$ cat config.mk
export PLATFORM = sky130hd
export DESIGN_NAME = switch_cmd_debounce
export DESIGN_NICKNAME = d
export VERILOG_FILES = /design/src/rtl/switch_cmd_debounce.sv
export SDC_FILE = /design/constraint.sdc
export NUM_CORES = 1
export LEC_CHECK = 0
export BUFFER_PORTS_ARGS = -buffer_cell sky130_fd_sc_hd__buf_2
export CAP_MARGIN = 10
export CORE_ASPECT_RATIO = 0.75
export CORE_MARGIN = 2
export CORE_UTILIZATION = 40
export DETAILED_ROUTE_END_ITERATION = 6
export PLACE_DENSITY_LB_ADDON = 0.15
export SETUP_SLACK_MARGIN = 0.3
export SYNTH_ARGS = -nofsm -noshare
export SYNTH_HDL_FRONTEND = slang
export SYNTH_SLANG_ARGS = --single-unit
$ cat constraint.sdc
create_clock -name clk -period 3.4 [get_ports clk]
set_input_delay 0.34 -clock clk [delete_from_list [all_inputs] [get_ports clk]]
set_output_delay 0.34 -clock clk [all_outputs]
set_load 0.02 [all_outputs]
$ cat src/rtl/switch_cmd_debounce.sv
// ============================================================================
// switch_cmd_debounce: push-button synchroniser, debouncer and long-press FSM.
// Optional evt_cnt press counter enabled by macro SWITCH_CMD_EVT_CNT_EN.
// Revision: 1.0
// ============================================================================
`default_nettype none

module switch_cmd_debounce #(
    parameter int SYNC_STAGES = 2,
    parameter int DB_CYCLES   = 4,
    parameter int LONG_CYCLES = 16,
    parameter int CNT_W       = 8
) (
    input  logic       clk,
    input  logic       rst,
    input  logic       btn_raw,
    input  logic       clr,
    output logic       state_req,
    output logic       sel,
    output logic       press_pulse
`ifdef SWITCH_CMD_EVT_CNT_EN
    ,
    output logic [7:0] evt_cnt
`endif
);

    typedef enum logic [2:0] {
        RELEASED   = 3'd0,
        PRESS_DB   = 3'd1,
        PRESSED    = 3'd2,
        LONG       = 3'd3,
        RELEASE_DB = 3'd4
    } state_t;

    localparam logic [CNT_W-1:0] DB_LAST   = CNT_W'(DB_CYCLES - 1);
    localparam logic [CNT_W-1:0] LONG_LAST = CNT_W'(LONG_CYCLES - 1);
    localparam logic [CNT_W-1:0] CNT_ONE   = CNT_W'(1);

    logic [SYNC_STAGES-1:0] sync;
    logic                   btn_s;
    state_t                 state;
    logic [CNT_W-1:0]       cnt;

    // Synchroniser is deliberately outside the clr domain.
    always_ff @(posedge clk or negedge rst) begin
        if (!rst) begin
            sync <= '0;
        end else begin
            sync <= {sync[SYNC_STAGES-2:0], btn_raw};
        end
    end

    assign btn_s = sync[SYNC_STAGES-1];

    always_ff @(posedge clk or negedge rst) begin
        if (!rst) begin
            state       <= RELEASED;
            cnt         <= '0;
            state_req   <= 1'b0;
            sel         <= 1'b0;
            press_pulse <= 1'b0;
        end else if (clr) begin
            state       <= RELEASED;
            cnt         <= '0;
            state_req   <= 1'b0;
            sel         <= 1'b0;
            press_pulse <= 1'b0;
        end else begin
            press_pulse <= 1'b0;
            case (state)
                RELEASED: begin
                    if (btn_s) begin
                        state <= PRESS_DB;
                        cnt   <= '0;
                    end
                end
                PRESS_DB: begin
                    if (!btn_s) begin
                        state <= RELEASED;
                    end else if (cnt == DB_LAST) begin
                        state       <= PRESSED;
                        cnt         <= '0;
                        state_req   <= ~state_req;
                        press_pulse <= 1'b1;
                    end else begin
                        cnt <= cnt + CNT_ONE;
                    end
                end
                PRESSED: begin
                    if (!btn_s) begin
                        state <= RELEASE_DB;
                        cnt   <= '0;
                    end else if (cnt == LONG_LAST) begin
                        state <= LONG;
                        sel   <= 1'b1;
                    end else begin
                        cnt <= cnt + CNT_ONE;
                    end
                end
                LONG: begin
                    if (!btn_s) begin
                        state <= RELEASE_DB;
                        cnt   <= '0;
                    end
                end
                RELEASE_DB: begin
                    // A bounce back high resumes the held state without a new toggle.
                    if (btn_s) begin
                        state <= sel ? LONG : PRESSED;
                        cnt   <= '0;
                    end else if (cnt == DB_LAST) begin
                        state <= RELEASED;
                        cnt   <= '0;
                        sel   <= 1'b0;
                    end else begin
                        cnt <= cnt + CNT_ONE;
                    end
                end
                default: begin
                    state <= RELEASED;
                    cnt   <= '0;
                end
            endcase
        end
    end

`ifdef SWITCH_CMD_EVT_CNT_EN
    always_ff @(posedge clk or negedge rst) begin
        if (!rst) begin
            evt_cnt <= 8'd0;
        end else if (clr) begin
            evt_cnt <= 8'd0;
        end else if (press_pulse) begin
            evt_cnt <= evt_cnt + 8'd1;
        end
    end
`endif

endmodule

`default_nettype wire

==> summary.txt <==
Run status
  – Outcome: completed

Setup path
  – CP max-delay cell: sky130_fd_sc_hd__dfrtp_1
  – Data required time at the worst endpoint: around 3.6 ns
  – Kind of cell adding the most delay to the critical path: simple AND/OR/NAND/NOR gates
  – Number of buffer and inverter instances along the worst setup path: 0
  – Worst r2r dst: state[0]
  – Reg2reg start: state[2]
  – Worst path arrival time: 2.18 ns
  – Depth of the worst register-to-register path: 5
  – Sequence of cells on the critical path: and2b_2, or3b_1, a22oi_1, a2bb2oi_1, mux2i_1
  – CP endpoint kind: flip-flop
  – CP Class: flip-flop to flip-flop
  – Crit start category: flip-flop
  – Stage delay of the slowest cell on the critical path: between 0.5 and 0.6 ns
  – Worst setup slack for register-to-register paths: about 1.4 ns
  – Count of cell instances traversed by the critical path: 5
  – CP Max Fanout: 12

Cells and area
  – Proportion of layout cells with a drive suffix above 1: between 10 and 15%
  – Area added between synthesis and finish: 9.22%
  – Net count of the finished layout: between 100 and 150
  – N_diodes: 0

Yosys
  – Distinct cell type count after synthesis: 37
  – Synth Flop Type: sky130_fd_sc_hd__dfrtp_1
  – Mapped cell area: just under 1000 sq um
  – Number of enable flip-flop cells after synthesis: 0
  – Syn nets: between 100 and 150
  – Share of Yosys cell area claimed by the top area cell type: slightly above 40%
  – Cell types occupying the most area after synthesis: sky130_fd_sc_hd__dfrtp_1 42%, sky130_fd_sc_hd__a22o_1 5.5%, sky130_fd_sc_hd__o21ai_0 4.7%
  – Most frequent cell after synthesis: sky130_fd_sc_hd__dfrtp_1
  – Share of synthesized flip-flops with an asynchronous set or reset: 100%
  – Warnings, synthesis: 0
  – Most frequent cells after synthesis: 16 x sky130_fd_sc_hd__dfrtp_1, 9 x sky130_fd_sc_hd__nor2_1, 9 x sky130_fd_sc_hd__o21ai_0
  – FF+latch count, synth: 16
  – Library cell with the largest summed area after synthesis: sky130_fd_sc_hd__dfrtp_1
  – Post-synthesis average cell area: between 9 and 10 sq um
  – Syn Inst Count: approximately 100
  – Sequential share of the synthesized area: 41.6%

Clocking
  – Clock transition at the registers of the reported paths: 0.09 ns
  – Number of clock buffers inserted by TritonCTS: 3
  – Root Buffer: sky130_fd_sc_hd__clkbuf_4
  – Number of resized instances in the post-cts repair step: 0
  – H-tree depth: 1
  – TritonCTS clock tree: done
  – Worst skew pair latency: 0.29 ns
  – Number of clock sinks: 16
  – Number of buffers added for setup after CTS: 0
  – Max clock buf depth: 2
  – Post-cts hold buffer count: 1

Pwr
  – Power density over the cells: roughly 330 nW/um^2
  – Maximum VDD drop: 0.138 mV
  – Leakage power of the design: around 0.47 nW

Timing
  – Setup-violating endpoint count in the final report: 0
  – Setup repair after global routing missed its margin: false
  – Transition at the pin with the smallest max-transition slack: around 0.42 ns
  – Worst hold margin: between 0.15 and 0.2 ns
  – Final TNS setup: 0 ns
  – Final period demand of the worst path: around 2.0 ns
  – Portion of the clock cycle consumed by the worst path in the final layout: ~58%
  – Fmax: ~510 MHz
  – Total count of max-transition violations in the final report: 0
  – Post-Route Skew: around 0.0061 ns
  – Total count of hold-check failures in the final report: 0
  – Rel. slew slack: between 70 and 80%

Die
  – Die area: around 2800 sq um
  – Die width: about 61 um
  – FP Rows: 15
  – Die height: 46.5 um
  – Starting density of the core: between 40 and 50%
  – Core Footprint: between 2000 and 2500 sq um
  – Boundary Pins: 7

Place
  – HPWL after detailed placement: approximately 1300 um
  – Final weighted congestion of routability-driven global placement: a little over 0.8
  – Number of I/O port buffers: 6

Routing
  – Overall via count from detail_route: between 700 and 800
  – Router iterations before antenna repair: 4
  – Total wire length: approximately 1800 um
  – Average routed wire per standard cell: approximately 13 um
  – First-iteration detailed-routing DRC count: 25
  – Routed Antenna Nets: 0
  – DRC violations left: 0
  – Post-DR vias/cell: ~5.4

Hold path
  – Startpoint of the most critical hold path: btn_raw
  – Worst Hold End: sync[0]
  – Worst hold path cell count: 1
  – Worst min path class: input port to flip-flop

GRT
  – GRT Max-Usage Layer: met1
  – Global routing met3 resource utilization: slightly above 5%
  – First-pass GRT wire length: a little over 3000 um
  – Met1 Use GR: 23.2%
  – Initial antenna violation count: 0
  – Number of global-route vias before repair: around 640
  – Total routing resource utilization after global routing: between 10% and 20%
  – Met2 track demand over resource: 19.4%
  – Maximum number of pins on one net before global-route repair: 17
  – Residual overflow from global routing: 0

Flow run
  – Max cap viols: 0
==> cells by family after synthesis <==
| logic type | Yosys count | synth area share (%) |
|---|---|---|
| compound gates | 28 | 21.6 |
| flops | 16 | 41.6 |
| buf+inv | 7 | 2.86 |
| mux | 2 | 2.08 |
| xor+xnor | 3 | 2.73 |
| fa+ha+maj | 1 | 1.30 |
| simple gates | 45 | 27.9 |
==> metal layers <==
layer	vias to the layer above	part of all wire, %
li1	386	-
met1	363	56
met2	11	40
met3	2	3.8
met4	0	0.60
met5	-	0
==> how the worst max path moves through the flow <==
stage,start,to
5_1_grt,state[1],cnt[2]
2_1_floorplan,cnt[5],cnt[4]
4_1_cts,state[1],state[0]
3_3_place_gp,state[1],state[0]
3_5_place_dp,state[1],state[0]
6_report,state[2],state[0]
==> placed cells by master, fill, tap and decap left out, types with 2 or more instances in the layout <==
master	instances
sky130_fd_sc_hd__nor3_1	3
sky130_fd_sc_hd__mux2i_1	2
sky130_fd_sc_hd__dfrtp_1	16
sky130_fd_sc_hd__and3_1	5
sky130_fd_sc_hd__nand3_1	3
sky130_fd_sc_hd__buf_2	6
sky130_fd_sc_hd__xor2_1	3
sky130_fd_sc_hd__nor2_1	9
sky130_fd_sc_hd__a22o_1	6
sky130_fd_sc_hd__nand2_1	3
sky130_fd_sc_hd__o21ai_0	9
sky130_fd_sc_hd__nand2b_1	4
sky130_fd_sc_hd__nor3b_1	2
sky130_fd_sc_hd__nor2b_1	6
sky130_fd_sc_hd__a21oi_1	4
sky130_fd_sc_hd__clkbuf_4	3
sky130_fd_sc_hd__inv_1	3
==> power by group <==
part           total, mW  leakage [nW]  internal [mW]  switching, mW
sequential         0.205         0.217          0.194         0.0103
combinational     0.0429         0.236         0.0174         0.0255
clock             0.0969        0.0138         0.0412         0.0558
total              0.345         0.467          0.253         0.0916
==> final cells by class <==
type	count	area [sq um]
clock buffers	3	22.5
flip-flops and latches	16	400
inverters	3	11.3
well taps	34	42.5
fillers	244	1240
multi-input cells	79	536
repair buffers	7	40.0
==> stage by stage <==
stage	std cells	util (%)	setup WS (ns)	cell area, sq um	power (mW)
final	142	46.0	1.44	1050	0.345
after floorplan	102	-	1.65	963	0.238
after CTS	142	46.0	1.44	1050	0.353
after detailed placement	138	44.5	1.46	1020	0.251
after global placement	138	44.5	1.45	1020	0.251
after global routing	142	46.0	1.33	1050	0.365
==> state kept, by name (all words and copies together), names as in the netlist <==
signal       flops
cnt              8
press_pulse      1
sel              1
state            3
state_req        1
sync             2
Note: power is estimated with default switching activity, not from simulation.
